===== src/rtl/atmospheric_light_est.sv =====
// rtl/atmospheric_light_est.sv - per-frame atmospheric light estimator with clamp and IIR smoothing
// Tracks the brightest channel of the pixel with the highest dark value per frame and publishes it after vsync falls.
module atmospheric_light_est #(
    parameter logic [7:0] A_INIT    = 8'd230,
    parameter logic [7:0] A_MIN     = 8'd100,
    parameter logic [7:0] A_MAX     = 8'd245,
    parameter int         IIR_SHIFT = 2
) (
    input  logic        clk,
    input  logic        rst_n,
    input  logic        pre_frame_vsync,
    input  logic        pre_frame_href,
    input  logic        pre_frame_clken,
    input  logic [7:0]  pre_dark_img,
    input  logic [23:0] pre_img,
    output logic [7:0]  post_A,
    output logic        post_A_valid
);
    localparam int W = 8 + IIR_SHIFT + 1;
    localparam logic [W-1:0] MUL = W'((1 << IIR_SHIFT) - 1);
    localparam logic [W-1:0] RND = W'((1 << IIR_SHIFT) >> 1);

    typedef enum logic [1:0] {S_IDLE, S_ACCUM, S_UPDATE} state_t;

    state_t     r_state;
    logic       r_vsync_d1;
    logic       r_first;
    logic [7:0] r_max_dark;
    logic [7:0] r_cand;
    logic [7:0] r_post_a;
    logic       r_post_a_valid;

    logic         w_rise;
    logic         w_fall;
    logic         w_take;
    logic [7:0]   w_m;
    logic [7:0]   w_base_max;
    logic [7:0]   w_base_cand;
    logic [7:0]   w_next_max;
    logic [7:0]   w_next_cand;
    logic [7:0]   w_a_frm;
    logic [W-1:0] w_iir_sum;
    logic [W-1:0] w_iir_shr;
    logic [7:0]   w_a_new;

    assign w_rise = pre_frame_vsync & ~r_vsync_d1;
    assign w_fall = ~pre_frame_vsync & r_vsync_d1;
    assign w_take = pre_frame_href & pre_frame_clken & pre_frame_vsync
                  & ((r_state == S_ACCUM) | w_rise);

    // A rising edge restarts the frame, so its own pixel is compared against cleared accumulators.
    assign w_base_max  = w_rise ? 8'd0 : r_max_dark;
    assign w_base_cand = w_rise ? 8'd0 : r_cand;

    always_comb begin
        w_m = pre_img[23:16];
        if (pre_img[15:8] > w_m) w_m = pre_img[15:8];
        if (pre_img[7:0] > w_m)  w_m = pre_img[7:0];
        w_next_max  = w_base_max;
        w_next_cand = w_base_cand;
        if (w_take) begin
            if (pre_dark_img > w_base_max) begin
                w_next_max  = pre_dark_img;
                w_next_cand = w_m;
            end else if (pre_dark_img == w_base_max && w_m > w_base_cand) begin
                w_next_cand = w_m;
            end
        end
    end

    assign w_a_frm   = (r_cand < A_MIN) ? A_MIN : ((r_cand > A_MAX) ? A_MAX : r_cand);
    assign w_iir_sum = {{(W-8){1'b0}}, r_post_a} * MUL + {{(W-8){1'b0}}, w_a_frm} + RND;
    assign w_iir_shr = w_iir_sum >> IIR_SHIFT;
    assign w_a_new   = w_iir_shr[7:0];

    always_ff @(posedge clk) begin
        if (!rst_n) begin
            r_state        <= S_IDLE;
            r_vsync_d1     <= 1'b1;
            r_first        <= 1'b1;
            r_max_dark     <= 8'd0;
            r_cand         <= 8'd0;
            r_post_a       <= A_INIT;
            r_post_a_valid <= 1'b0;
        end else begin
            r_vsync_d1     <= pre_frame_vsync;
            r_post_a_valid <= 1'b0;
            if (w_take || w_rise) begin
                r_max_dark <= w_next_max;
                r_cand     <= w_next_cand;
            end
            case (r_state)
                S_IDLE: begin
                    if (w_rise) r_state <= S_ACCUM;
                end
                S_ACCUM: begin
                    if (w_fall) r_state <= S_UPDATE;
                end
                S_UPDATE: begin
                    r_post_a       <= r_first ? w_a_frm : w_a_new;
                    r_first        <= 1'b0;
                    r_post_a_valid <= 1'b1;
                    r_state        <= w_rise ? S_ACCUM : S_IDLE;
                end
                default: r_state <= S_IDLE;
            endcase
        end
    end

    assign post_A       = r_post_a;
    assign post_A_valid = r_post_a_valid;
endmodule


===== config.mk =====
export PLATFORM = sky130hd
export DESIGN_NAME = atmospheric_light_est
export DESIGN_NICKNAME = d
export VERILOG_FILES = /design/src/rtl/atmospheric_light_est.sv
export SDC_FILE = /design/constraint.sdc
export NUM_CORES = 1
export LEC_CHECK = 0
export BUFFER_PORTS_ARGS = -buffer_cell sky130_fd_sc_hd__buf_2
export CORE_MARGIN = 2
export CORE_UTILIZATION = 50
export CTS_CLUSTER_SIZE = 40
export DETAILED_ROUTE_END_ITERATION = 16
export GPL_TIMING_DRIVEN = 0
export HOLD_SLACK_MARGIN = 0.05
export PLACE_DENSITY_LB_ADDON = 0.1
export SLEW_MARGIN = 20
export SYNTH_ARGS = -nofsm -noshare
export SYNTH_HDL_FRONTEND = slang
export SYNTH_SLANG_ARGS = --single-unit

===== constraint.sdc =====
create_clock -name clk -period 4.6 [get_ports clk]
set_input_delay 0 -clock clk [delete_from_list [all_inputs] [get_ports clk]]
set_output_delay 0 -clock clk [all_outputs]
set_load 0.02 [all_outputs]

==> results of run 1 <==
-- sequential cells by signal, summed over array words and instances, names as in the netlist --
signal	count
r_cand	8
r_max_dark	8
r_state	2
r_first	1
post_A_valid	1
r_vsync_d1	1
post_A	8
-- power breakdown --
group	leakage [nW]	total [mW]	internal, mW	switching (mW)
combinational	1.21	0.268	0.128	0.139
clock	0.0450	0.209	0.105	0.105
sequential	0.235	0.259	0.255	0.00420
total	1.49	0.736	0.488	0.248
-- how the worst max path moves through the flow --
stage                 from  slack, ps   endpoint
6_report       pre_img[22]        240  r_cand[4]
5_1_grt        pre_img[21]         -3  r_cand[5]
4_1_cts        pre_img[22]         90  r_cand[4]
3_5_place_dp   pre_img[21]       -850  r_cand[4]
3_3_place_gp   pre_img[21]       -710  r_cand[6]
2_1_floorplan  pre_img[21]        150  r_cand[4]
-- layout by cell type, fill, tap and decap left out, drive strengths merged, types with 2 or more instances in the layout --
cell | synthesis | routed
nand3 | 9 | 9
nand4 | 8 | 8
and2 | 20 | 20
xor2 | 3 | 3
fa | 6 | 6
a31oi | 2 | 2
a21boi | 2 | 2
nor2b | 10 | 10
o21a | 12 | 12
or2 | 9 | 9
o221ai | 12 | 12
buf | 4 | 51
dfxtp | 29 | 29
mux2i | 2 | 2
o22a | 7 | 7
ha | 42 | 42
a21oi | 21 | 21
clkinv | 0 | 2
inv | 22 | 22
a21o | 5 | 5
o21ai | 13 | 13
a211oi | 4 | 4
o211ai | 2 | 2
nor4b | 2 | 2
a32o | 8 | 8
dlygate4sd3 | 0 | 4
nand2b | 4 | 4
nor2 | 17 | 17
nor3 | 4 | 4
nand2 | 42 | 42
clkbuf | 11 | 14
-- cells by family after synthesis --
logic type,share of synthesized area (%)
AO/OA/AOI/OAI,25.6
XOR/XNOR,1.21
buffers and inverters,6.63
multiplexers,0.693
AND/OR/NAND/NOR,23.5
flip-flops,20.1
adder cells (fa/ha/maj),22.3
-- worst min-delay path, stage by stage --
cell	delay, ps
buf_2	90
and2_1	110
o21a_1	110
-- area by class of cell --
class	count	area, um2
Fill cell	544	2170
Multi-Input combinational cell	283	2150
Sequential cell	29	581
Timing Repair Buffer	50	273
Buffer	14	109
Tap cell	72	90.1
Inverter	22	82.6
Clock buffer	6	72.6
Clock inverter	2	10.0
-- timing repair --
item	in CTS	in global routing
endpoints found under the hold margin	5	0
pin swaps	1	3
resized for setup	8	10
buffers inserted	1	0
hold buffers	4	0
endpoints found under the setup margin	8	8
-- metal layers --
metal | GRT usage [%] | part of all wire, %
met5 | 0 | 0
met4 | 4.92 | 0.36
met3 | 3.39 | 4.0
met2 | 40.9 | 50
met1 | 28.1 | 46
-- through the flow --
stage / hold WS [ps] / TNS [ps] / std cells / setup slack (ps) / instance area, um2
2_1_floorplan: 117 / 0 / 350 / 145 / 2890
5_1_grt: 66.8 / -7.34 / 478 / -3.44 / 3370
4_1_cts: 51.4 / 0 / 479 / 91.1 / 3350
6_report: 50.8 / 0 / 478 / 237 / 3370
3_5_place_dp: 255 / -6680 / 467 / -850 / 3200
3_3_place_gp: 242 / -5660 / 467 / -714 / 3200
==> impl_metrics.toml, run 1 <==
[setup_path]
worst-path-buf-inv = 4
critPathMaxStageDelay_ps = 410
path_class = "in2reg"
crit_cells = 23
reg2reg_from = "r_cand[4]"
reg2regPathDepth = 11
crit_chain = "buf_2 -> inv_1 -> ha_1 -> nand4_1 -> or2_2 -> a21boi_4 -> buf_4 -> o22a_1 -> ha_1 -> nor2b_1 -> o21a_1 -> o21ai_0 -> a21o_1 -> buf_4 -> or2_2 -> and2_1 -> ha_1 -> nor2b_1 -> o211ai_1 -> a21oi_1 -> o311a_1 -> o21a_4 -> a32o_1"
slowest_stage = "o311a_1"
start_kind = "input port"
cp.arrival_ps = 4540
rrSetupSlack_ps = 1010
crit_family = "compound AO/OA/AOI/OAI gates"
crit_top_cell = "ha_1"
r2r_end = "post_A[7]"
cp.required_ps = 4770
critical_path.max_fanout = 10
cp-end-kind = "register"

[floorplanning]
die-area_mm2 = 0.00640
ios = 46
row_count = 27
fp.coreArea_mm2 = 0.00554
start_util_pct = 52.1
die_w_um = 80.0
die_h_um = 80.0

[cells_and_area]
antenna_cells = 0
nets = 490
utilization_pct = 60.8
areaGrowthSynthToFinish_pct = 16.5
drive_gt1_share_pct = 20.4

[yosys]
yosys_warnings = 0
synth_top_area_cell = "dfxtp_1"
synth_nets = 435
seq_area_frac_synth_pct = 20.1
synthFlopType = "dfxtp_1"
async_reset_ff_share_pct = 0
avgSynthCellArea_um2 = 8.25
synth_area_leaders = "dfxtp_1 (20%), ha_1 (18%), nand2_1 (5.5%), fa_1 (4.2%), and2_1 (4.1%)"
synth-seq-cells = 29
synth_top_cells_by_count = "ha_1 (42), nand2_1 (42), dfxtp_1 (29)"
synth_top_cell_area_share_pct = 20.1
netlist_area_mm2 = 0.00289
synthCells = 350
synth_edf_count = 0
synth_cell_types = 56

[clock_network]
clk_path_buf_depth = 2
numCtsBuffers = 5
cts_tree = "built"
htreeDepth = 2
cts.clk_slew.worst_paths_ps = 70
insertion_delay_ps = 280
clock_sinks = 29
clock-root-buffer = "clkbuf_8"

[sta]
hold_viol = 0
tightest_slew_ps = 531
max-slew-margin-rel_pct = 64.6
setup_violations = 0
slew_violations = 0
max_clock_freq_ghz = 0.229
fin_crit_ps = 4360
finalCritPeriodShare_pct = 94.9
skew_ps = 2.18

[power]
ir_drop_mv = 0.124
p_total_uw = 736
p_per_area_mw_per_mm2 = 219
p_leak_nw = 1.49

[run]
cap_violations = 0

[detailed_routing]
drc_errors = 0
routed_wirelength_um = 6680
vias = 2676
vias_per_cell = 5.60
routedWlPerCell_um = 14.0
detail-route-antenna-nets = 0
drt-initial-drc-count = 78
dr.pass1.iters = 4

[placed_design]
port_buffers = 45
post-dp-hpwl_um = 5280
finalWeightedCongestion = 0.822

[grt]
grt_pass1_wl_um = 11600
grt_pass1_vias = 2596
grt_use_total_pct = 22.6
grt-ovfl-total = 0
grt_max_degree = 11
antenna_found_initial = 0

[hold_path]
hold_path.startpoint = "pre_dark_img[1]"
min_path_cells = 3
hold_end = "r_max_dark[1]"
hp-class = "in2reg"

[run_status]
outcome = "completed"
No activity file was read; power rests on OpenSTA's default activity.
==> run 2, diff against run 1 <==
Clock period 4.6 ns to 4 ns, I/O delays scaled along.
==> run 2 against run 1 <==
  * The run now ends with negative setup slack left
  * Setup slack got worse by 300 ps
  * Die area unchanged
  * Non-clock buffer count increased by 12
  * Cell count increased by 2.7%
  * Wire length increased by 15%
  * Combinational power increased by 73%
  * Worst hold slack improved by 3.9 ps
  * Clock-buffer cell count decreased by 1
==> impl_metrics.toml, run 2 (same netlist as run 1, synthesis figures left out) <==
[detailed_routing]
routed_wirelength_um = 7670
vias_per_cell = 5.87
dr.pass1.iters = 4
drt-initial-drc-count = 140
drc_errors = 0
detail-route-antenna-nets = 0
routedWlPerCell_um = 15.6
vias = 2882

[grt]
grt_use_total_pct = 23.8
grt_pass1_wl_um = 12100
grt_pass1_vias = 2689
antenna_found_initial = 0
grt-ovfl-total = 0
grt_max_degree = 11

[sta]
finalCritPeriodShare_pct = 102
hold_viol = 0
max_clock_freq_ghz = 0.246
holdWs_ps = 54.7
setup_tns_ps = -408
rsz0062_at_grt = "true"
slew_violations = 0
fin_crit_ps = 4060
setup_violations = 8
worst_slack_ps = -62.4
max-slew-margin-rel_pct = 64.6
skew_ps = 2.67
tightest_slew_ps = 531

[floorplanning]
row_count = 27
die-area_mm2 = 0.00640
start_util_pct = 52.1
ios = 46
die_w_um = 80.0
fp.coreArea_mm2 = 0.00554
die_h_um = 80.0

[cells_and_area]
antenna_cells = 0
nets = 503
areaGrowthSynthToFinish_pct = 34.1
drive_gt1_share_pct = 32.5
final_cell_mix = "buf_2 (43), nand2_1 (42), dfxtp_1 (29)"
final_area_mm2 = 0.00387
mostFrequentLayoutCell = "buf_2"
utilization_pct = 69.9
n_fill_cell = 447

[setup_path]
cp-end-kind = "register"
rrSetupSlack_ps = 460
reg2regPathDepth = 11
r2r_end = "post_A[7]"
setup.worst_path.end = "r_cand[4]"
startpoint = "pre_img[17]"
cp.required_ps = 4180
start_kind = "input port"
critical_path.max_fanout = 8
path_class = "in2reg"
reg2reg_from = "r_cand[4]"
cp.arrival_ps = 4240

[hold_path]
hp-class = "in2reg"

[power]
ir_drop_mv = 0.210
p_per_area_mw_per_mm2 = 294
p_total_mw = 1.14
p_leak_nw = 1.63

[clock_network]
cts.clk_slew.worst_paths_ps = 70
clock_sinks = 29
insertion_delay_ps = 280
clock-root-buffer = "clkbuf_8"
numCtsBuffers = 5
htreeDepth = 2
cts_tree = "built"
clk_path_buf_depth = 2

[placed_design]
dpl_cell_area_mm2 = 0.00340
port_buffers = 45
finalWeightedCongestion = 0.921
post-dp-hpwl_um = 5420

[run_status]
violations = "negative setup slack"
outcome = "finished, violations left"

[run]
cap_violations = 0
[run 2: how the worst min path moves through the flow]
stage	start	cells after the start	slack, ps	to
floorplan	pre_frame_vsync	2	120	r_vsync_d1
global placement	pre_frame_vsync	3	250	r_vsync_d1
detailed placement	pre_frame_vsync	3	260	r_vsync_d1
CTS	pre_dark_img[1]	3	60	r_max_dark[1]
global route	pre_dark_img[6]	3	60	r_max_dark[6]
finish	pre_dark_img[2]	3	50	r_max_dark[2]
[run 2: layout make-up]
cell class	count	area, um2	share of cell area [%]
multi-input cells	284	2440	62.9
flip-flops and latches	29	581	15.0
repair buffers	63	398	10.3
inverters	22	120	3.10
plain buffers	13	115	2.97
well taps	72	90.1	2.33
clock buffers	5	68.8	1.78
clock inverters	3	65.1	1.68
[run 2: repair_timing]
item / CTS / global route
pin swaps: 20 / 26
hold buffers: 3 / 0
endpoints found under the setup margin: 8 / 8
endpoints found under the hold margin: 4 / 0
gates resized for setup: 12 / 33
buffers inserted: 9 / 5
gates cloned: 1 / 1
[run 2: per-layer routing]
| layer | share of wire, % | track usage [%] | wire [um] | vias up |
|---|---|---|---|---|
| met5 | 0 | 0 | 0 | - |
| met4 | 0.89 | 5.42 | 68 | 0 |
| met3 | 4.1 | 3.96 | 318 | 8 |
| met2 | 48 | 39.3 | 3690 | 74 |
| met1 | 47 | 32.3 | 3600 | 1377 |
| li1 | - | - | - | 1423 |
[run 2: power by group]
| group | switching (mW) | internal (mW) |
|---|---|---|
| Combinational | 0.221 | 0.243 |
| Clock | 0.129 | 0.248 |
| Sequential | 0.00499 | 0.293 |
[run 2: worst max-delay path, stage by stage]
cell and delay (ps):
buf_8 90, inv_12 30, ha_4 250, nor2b_4 120
o211ai_1 100, a21o_1 240, buf_6 130, buf_4 130
a21boi_2 230, o22a_1 200, ha_1 170, a21oi_2 70
o21ai_2 170, mux2i_1 90, a21o_2 250, buf_8 150
or2_2 290, and2_4 170, ha_4 230, o211ai_1 110
a21oi_2 90, o311a_1 410, o21a_4 250, a32o_1 260
[run 2: stage by stage]
| stage | instances | worst slack (ps) |
|---|---|---|
| finish | 491 | -62.4 |
| global route | 491 | -182 |
| CTS | 487 | -94.5 |
| detailed placement | 467 | -727 |
| global placement | 467 | -698 |
| floorplan | 350 | -63.9 |
